--- src/rtl/addsub8_result_buf_if.sv ---
// Handshake and data bundle between an 8-bit add/sub stage, the result
// buffer, and whatever consumes the buffered result plus flags.
interface addsub8_result_buf_if #(
   parameter int DEPTH = 4
);
   localparam int CW = $clog2(DEPTH) + 1;

   logic          in_valid;
   logic          in_ready;
   logic [7:0]    in_s;
   logic          in_co;
   logic          in_sub;
   logic          in_a7;
   logic          in_b7;

   logic          out_valid;
   logic          out_ready;
   logic [7:0]    out_s;
   logic          out_c;
   logic          out_z;
   logic          out_n;
   logic          out_v;

   logic [CW-1:0] count;
   logic          sticky_v;
   logic          clr_sticky;

   // buffer side
   modport slave (
      input  in_valid, in_s, in_co, in_sub, in_a7, in_b7,
      input  out_ready, clr_sticky,
      output in_ready, out_valid, out_s, out_c, out_z, out_n, out_v,
      output count, sticky_v
   );

   // producer/consumer side
   modport master (
      output in_valid, in_s, in_co, in_sub, in_a7, in_b7,
      output out_ready, clr_sticky,
      input  in_ready, out_valid, out_s, out_c, out_z, out_n, out_v,
      input  count, sticky_v
   );
endinterface

--- src/rtl/addsub8_result_buf.sv ---
// Result buffer for an 8-bit add/sub stage: derives C/Z/N/V at push time,
// stores result and flags in an in-order circular buffer, and keeps a
// sticky overflow bit.
//
// state      | meaning
// -----------+------------------------------------------
// ST_EMPTY   | count == 0, out_valid low
// ST_PARTIAL | 0 < count < DEPTH
// ST_FULL    | count == DEPTH, in_ready only if popping
module addsub8_result_buf #(
   parameter int DEPTH = 4
) (
   input  logic                 clk,
   input  logic                 rst,
   addsub8_result_buf_if.slave  bus
);
   localparam int AW = $clog2(DEPTH);
   localparam int CW = AW + 1;

   typedef enum logic [1:0] {
      ST_EMPTY   = 2'd0,
      ST_PARTIAL = 2'd1,
      ST_FULL    = 2'd2
   } state_t;

   // entry layout: {v, n, z, c, s[7:0]}
   localparam int EW = 12;

   state_t        state;
   state_t        state_nxt;
   logic [CW-1:0] count;
   logic [CW-1:0] count_nxt;
   logic [AW-1:0] wr_ptr;
   logic [AW-1:0] rd_ptr;
   logic          push;
   logic          pop;
   logic          v_in;
   logic [EW-1:0] entry_in;
   logic [EW-1:0] head;
   logic          sticky_q;

   logic [EW-1:0] mem [DEPTH];

   function automatic logic [AW-1:0] ptr_inc(input logic [AW-1:0] p);
      return (p == AW'(DEPTH - 1)) ? '0 : p + 1'b1;
   endfunction

   // Flag derivation for the incoming result; overflow rule differs for add and subtract.
   always_comb begin
      v_in = 1'b0;
      if (bus.in_sub) begin
         v_in = (bus.in_a7 != bus.in_b7) && (bus.in_s[7] != bus.in_a7);
      end else begin
         v_in = (bus.in_a7 == bus.in_b7) && (bus.in_s[7] != bus.in_a7);
      end
      entry_in = {v_in, bus.in_s[7], (bus.in_s == 8'h00), bus.in_co, bus.in_s};
   end

   // Handshake decode, occupancy next-state and status outputs.
   always_comb begin
      pop           = 1'b0;
      push          = 1'b0;
      count_nxt     = count;
      state_nxt     = state;
      bus.out_valid = 1'b0;
      bus.in_ready  = 1'b1;

      bus.out_valid = (state != ST_EMPTY);
      pop           = bus.out_valid && bus.out_ready;
      // a full buffer still accepts when the head leaves in the same cycle
      bus.in_ready  = (state != ST_FULL) || pop;
      push          = bus.in_valid && bus.in_ready;

      if (push && !pop) begin
         count_nxt = count + 1'b1;
      end else if (pop && !push) begin
         count_nxt = count - 1'b1;
      end

      if (count_nxt == '0) begin
         state_nxt = ST_EMPTY;
      end else if (count_nxt == CW'(DEPTH)) begin
         state_nxt = ST_FULL;
      end else begin
         state_nxt = ST_PARTIAL;
      end
   end

   // State, occupancy and pointer registers.
   always_ff @(posedge clk) begin
      if (rst) begin
         state  <= ST_EMPTY;
         count  <= '0;
         wr_ptr <= '0;
         rd_ptr <= '0;
      end else begin
         state <= state_nxt;
         count <= count_nxt;
         if (push) begin
            wr_ptr <= ptr_inc(wr_ptr);
         end
         if (pop) begin
            rd_ptr <= ptr_inc(rd_ptr);
         end
      end
   end

   // Storage is not reset; stale contents are masked by out_valid.
   always_ff @(posedge clk) begin
      if (push && !rst) begin
         mem[wr_ptr] <= entry_in;
      end
   end

   // Sticky overflow: a new overflow push takes priority over a clear.
   always_ff @(posedge clk) begin
      if (rst) begin
         sticky_q <= 1'b0;
      end else if (push && v_in) begin
         sticky_q <= 1'b1;
      end else if (bus.clr_sticky) begin
         sticky_q <= 1'b0;
      end
   end

   // Head entry straight from storage, forced to zero when nothing is held.
   always_comb begin
      head      = mem[rd_ptr];
      bus.out_s = '0;
      bus.out_c = 1'b0;
      bus.out_z = 1'b0;
      bus.out_n = 1'b0;
      bus.out_v = 1'b0;
      if (state != ST_EMPTY) begin
         bus.out_s = head[7:0];
         bus.out_c = head[8];
         bus.out_z = head[9];
         bus.out_n = head[10];
         bus.out_v = head[11];
      end
   end

   assign bus.count    = count;
   assign bus.sticky_v = sticky_q;

endmodule

--- src/flat_wrapper.sv ---
// flat-port wrapper written by rule: the top's interface ports become plain ports
module addsub8_result_buf_flat 
#(
   parameter int DEPTH = 4
)
  (clk, rst, bus_in_valid, bus_in_s, bus_in_co, bus_in_sub, bus_in_a7, bus_in_b7, bus_out_ready, bus_clr_sticky, bus_in_ready, bus_out_valid, bus_out_s, bus_out_c, bus_out_z, bus_out_n, bus_out_v, bus_count, bus_sticky_v);
  addsub8_result_buf_if #(.DEPTH(DEPTH)) bus_i ();
  input  logic clk;
  input  logic rst;
  input wire logic [$bits(bus_i.in_valid)-1:0] bus_in_valid;
  input wire logic [$bits(bus_i.in_s)-1:0] bus_in_s;
  input wire logic [$bits(bus_i.in_co)-1:0] bus_in_co;
  input wire logic [$bits(bus_i.in_sub)-1:0] bus_in_sub;
  input wire logic [$bits(bus_i.in_a7)-1:0] bus_in_a7;
  input wire logic [$bits(bus_i.in_b7)-1:0] bus_in_b7;
  input wire logic [$bits(bus_i.out_ready)-1:0] bus_out_ready;
  input wire logic [$bits(bus_i.clr_sticky)-1:0] bus_clr_sticky;
  output wire logic [$bits(bus_i.in_ready)-1:0] bus_in_ready;
  output wire logic [$bits(bus_i.out_valid)-1:0] bus_out_valid;
  output wire logic [$bits(bus_i.out_s)-1:0] bus_out_s;
  output wire logic [$bits(bus_i.out_c)-1:0] bus_out_c;
  output wire logic [$bits(bus_i.out_z)-1:0] bus_out_z;
  output wire logic [$bits(bus_i.out_n)-1:0] bus_out_n;
  output wire logic [$bits(bus_i.out_v)-1:0] bus_out_v;
  output wire logic [$bits(bus_i.count)-1:0] bus_count;
  output wire logic [$bits(bus_i.sticky_v)-1:0] bus_sticky_v;
  assign bus_i.in_valid = bus_in_valid;
  assign bus_i.in_s = bus_in_s;
  assign bus_i.in_co = bus_in_co;
  assign bus_i.in_sub = bus_in_sub;
  assign bus_i.in_a7 = bus_in_a7;
  assign bus_i.in_b7 = bus_in_b7;
  assign bus_i.out_ready = bus_out_ready;
  assign bus_i.clr_sticky = bus_clr_sticky;
  assign bus_in_ready = bus_i.in_ready;
  assign bus_out_valid = bus_i.out_valid;
  assign bus_out_s = bus_i.out_s;
  assign bus_out_c = bus_i.out_c;
  assign bus_out_z = bus_i.out_z;
  assign bus_out_n = bus_i.out_n;
  assign bus_out_v = bus_i.out_v;
  assign bus_count = bus_i.count;
  assign bus_sticky_v = bus_i.sticky_v;
  addsub8_result_buf #(.DEPTH(DEPTH)) u_core (.clk(clk), .rst(rst), .bus(bus_i));
endmodule
--- config.mk ---
export PLATFORM = sky130hd
export DESIGN_NAME = addsub8_result_buf_flat
export DESIGN_NICKNAME = d
export VERILOG_FILES = /design/src/rtl/addsub8_result_buf_if.sv /design/src/rtl/addsub8_result_buf.sv /design/src/flat_wrapper.sv
export SDC_FILE = /design/constraint.sdc
export NUM_CORES = 1
export LEC_CHECK = 0
export CORE_MARGIN = 2
export CORE_UTILIZATION = 49
export CTS_CLUSTER_SIZE = 20
export DETAILED_ROUTE_END_ITERATION = 7
export PLACE_DENSITY_LB_ADDON = 0.2
export SYNTH_ARGS = -nofsm -noshare
export SYNTH_HDL_FRONTEND = slang
export SYNTH_SLANG_ARGS = --single-unit
--- constraint.sdc ---
create_clock -name clk -period 1.9 [get_ports clk]
set_input_delay 0.285 -clock clk [delete_from_list [all_inputs] [get_ports clk]]
set_output_delay 0.285 -clock clk [all_outputs]
set_load 0.02 [all_outputs]
==> impl_results.md, run 1 <==
* Result of the run: complete, no violations
* Antenna violations before repair at 0
* Synthesized area per cell at 16.1 um^2
* Final max-slew violation count at 0
* Post-layout utilization of the core at 0.653
* Arrival time of data at the critical path endpoint at 1590 ps
* Largest net degree at the start of global routing at 18
* Count of input and output buffers at 34
* Highest-utilization routing layer at the global route stage: met2
* Growth of design area from synthesis to finish at 29.7%
* Number of hold-slack violations in the final timing report at 0
* CTS tree: built
* Final worst-path setup slack at 21.3 ps
* Final cell area excluding filler cells at 3060 um^2
* Area share of and/or/nand/nor cells after synthesis at 0.101
* Min-delay worst type: reg -> reg
* Remaining number of nets flagged by the antenna check after routing at 0
* VDD IR-drop max at 745 uV
* Met2 Usage GRT at 0.323
* Cell leakage power at approximately 1.1 nW
* Total vias in the final route at approximately 1.3k
* Post-Place Worst Slack at -129 ps
* Startpoint of the worst-slack reg-to-reg timing path: u_core.bus.count[0]
* Worst r2r path cells at 6
* Critical path class: reg -> out
* Met1 layer usage reported by global route at 0.176
* Violation count after the first detailed-route iteration at 85
* Hold Crit Depth at 2
* Clock share of power at 0.217
* Detailed-route wire length per cell at about 16 um
* Via density per instance at about 5.3
* Share of the clock period used by the worst path after layout at 0.989
* Starting density of the core at 0.503
* End point of the worst hold path: u_core.bus.sticky_v
* Global-route wire length before repair at 6580 um
* Estimated wirelength of the detail-placed design at 2770 um
* Xor/xnor share of the synthesized area at 0.0111
* Crit path required time at 1620 ps
* Setup slack, reg-to-reg at 250 ps
* Portion of netlist area occupied by mux cells at 0.128
* Unrepaired setup endpoints after global routing: yes
* Total of max-cap violations at 0
* Count of final setup violators at 0
* Gr usage total at 0.168
* Routed wire length at 4000 um
* Number of clock sinks at 56
* Critical path capture point type: primary output
* Number of buffers created by CTS at 5
* Worst Min Path Start: u_core.bus.sticky_v
* Period minus WS final at 1880 ps
* Adder-Cell Fraction of Synth Area at 0.0371
* GR Overflow Total at 0
* # fillers at 361
* Achievable clock frequency at 0.532 GHz
* Sequential cell area fraction in the yosys report at 0.661
* Total chip power at about 3.2 mW
* Final-stage net count at approximately 220
* Post-Synthesis Cell Area at 2360 um^2
* Total power divided by cell area at 1040 nW/um^2
* Yosys warning total at 0
* DR pass1 iterations at 4
* Placed standard-cell area at 2900 um^2
* Post-synthesis register bit count at between 50 and 60
* Floorplan die height at between 70 and 80 um
* Area of the die at 5390 um^2
* Post-Syn Instances at 147
* Number of unique standard cell types used by synthesis at 30
* Fraction of power consumed by sequential logic at 0.458
* Compound-gate portion of the synthesized area at 0.0376
* Critical Path Start Type: flop
* Portion of total power attributed to combinational logic at 0.325
* Syn nets at 171
* Crit path max fanout at 6
* GR Util met3 at 0.0384
* Slew of the pin with the lowest slew margin at 418 ps
* Maximum level of the CTS H-tree at 2
* Dominant combinational cell family by area after synthesis: multiplexers
* Switching power at 0.898 mW
* Row count at 25
* Cell at the root of the clock tree: clkbuf_8
* Number of diodes at 0
* Final estimated routing congestion in global placement at slightly above 0.8
* Normalized max-slew margin at 0.713
* Final worst clock skew at 5.14 ps
* Remaining routing DRC violations at 0
* Vias in the first global route at 1385
* Largest buffer count on any clock path at 2
* Fraction of final layout cells sized beyond drive strength 1 at 0.321
* Clock-pin transition on the worst setup and hold timing paths at 90 ps
* Clock insertion delay at the later pin of the skew report at 300 ps
* Switching Share at 0.281
* Number of ports placed on the die boundary at 35
* Die Wd at 73.4 um
* Area of the placeable core at 4690 um^2
* Internal at approximately 2.3 mW
* Worst R2R End: u_core.state[1]
worst max-delay path, stage by stage (launching register included):
cell,delay [ps]
dfxtp_4,370
buf_8,130
mux4_2,500
and2_4,170
buf_6,120
per-stage QoR:
step	instances	hold slack, ps	TNS (ps)
2_1_floorplan	147	384	0
3_3_place_gp	241	458	-2950
3_5_place_dp	241	476	-3400
4_1_cts	252	497	-766
5_1_grt	250	514	-455
6_report	250	489	0
how the worst max path moves through the flow:
stage / startpoint / endpoint
floorplan: flop / bus_out_s[7]
global placement: bus_out_ready / bus_in_ready
detailed placement: bus_out_ready / bus_in_ready
CTS: flop / bus_out_v
global route: flop / bus_out_v
finish: flop / bus_out_s[1]
layout by cell type (no fill, tap or decap), drive strengths merged, types with 2 or more instances in the layout:
| cell type | instances |
|---|---|
| nand3 | 2 |
| inv | 7 |
| nand2 | 4 |
| nand2b | 4 |
| xnor2 | 3 |
| mux2i | 4 |
| and2 | 15 |
| clkdlybuf4s50 | 20 |
| dlygate4sd2 | 2 |
| or4 | 2 |
| clkbuf | 6 |
| a21oi | 6 |
| edfxtp | 44 |
| nor2 | 8 |
| mux4 | 11 |
| buf | 25 |
| dfxtp | 12 |
| nor2b | 2 |
| ha | 7 |
registers in the layout, indices dropped and copies added, names as in the netlist, named ones only:
signal               flops
u_core.state             2
u_core.bus.sticky_v      1
u_core.mem              44
u_core.bus.count         3
u_core.wr_ptr            2
u_core.rd_ptr            2
cells in the mapped netlist (all sizes together):
library cell / n / area [um^2]
nor2: 8 / 30.0
nand3: 2 / 10.0
or3: 1 / 6.26
mux4: 11 / 248
and2: 15 / 93.8
clkbuf: 3 / 11.3
or2: 1 / 6.26
edfxtp: 44 / 1320
o32ai: 1 / 27.5
ha: 7 / 87.6
nor2b: 2 / 12.5
or3b: 1 / 8.76
a31oi: 1 / 6.26
o221ai: 1 / 8.76
o211ai: 1 / 7.51
nor3: 1 / 5.00
mux2: 1 / 15.0
o21ai: 1 / 8.76
nand2: 4 / 15.0
or4: 2 / 15.0
buf: 3 / 23.8
nor4bb: 1 / 10.0
xnor2: 3 / 26.3
mux2i: 4 / 40.0
inv: 6 / 22.5
a21oi: 6 / 30.0
nand2b: 4 / 25.0
dfxtp: 12 / 240
power by group through the flow:
| stage | Sequential, mW | Clock (mW) | Combinational [mW] |
|---|---|---|---|
| after floorplan | 1.50 | 0 | 0.541 |
| after global placement | 1.48 | 0 | 0.914 |
| after detailed placement | 1.49 | 0 | 0.946 |
| after CTS | 1.46 | 0.712 | 1.03 |
| after global routing | 1.48 | 0.763 | 1.12 |
| final | 1.46 | 0.694 | 1.04 |
cell families after synthesis:
logic type                 after synthesis
buffers and inverters                   12
and+or+nand+nor                         42
AOI/OAI and AO/OA                       11
adders and majority gates                7
xor gates and xnor gates                 3
DFF                                     56
muxes                                   16
per-layer routing:
metal / wire length, um / vias to the layer above
met3: 121 / 2
met4: 35 / 0
met1: 1530 / 656
met5: 0 / -
li1: - / 644
met2: 2310 / 22
timing repair:
item / in CTS / in global routing
pin swaps: 2 / 0
hold buffers: 0 / 0
cloned: 1 / 0
buffers inserted: 2 / 0
setup endpoints to repair: 14 / 13
resized for setup: 78 / 17
final cells by class:
cell class	instances	area, um^2	share of cell area
clock inverter	2	11.3	0.00367
tap	54	67.6	0.0220
timing repair buffer	47	528	0.172
inverter	6	22.5	0.00735
multi-input combinational	79	773	0.252
clock buffer	6	93.8	0.0306
sequential	56	1570	0.512
(Power assumes the default switching activity.)
==> run 2: changes to the inputs <==
--- a/config.mk
+++ b/config.mk
@@ -5,6 +5,7 @@
 export SDC_FILE = /design/constraint.sdc
 export NUM_CORES = 1
 export LEC_CHECK = 0
+export CAP_MARGIN = 5
 export CORE_MARGIN = 2
 export CORE_UTILIZATION = 49
 export CTS_CLUSTER_SIZE = 20
==> results of run 2 <==
No change in the layout: final DEF, timing and power equal those of run 1.
==> run 3: changes to the inputs <==
--- a/config.mk
+++ b/config.mk
@@ -8,7 +8,6 @@
 export CAP_MARGIN = 5
 export CORE_MARGIN = 2
 export CORE_UTILIZATION = 49
-export CTS_CLUSTER_SIZE = 20
 export DETAILED_ROUTE_END_ITERATION = 7
 export PLACE_DENSITY_LB_ADDON = 0.2
 export SYNTH_ARGS = -nofsm -noshare
==> results of run 3 <==
No change in the layout: final DEF, timing and power equal those of run 1.
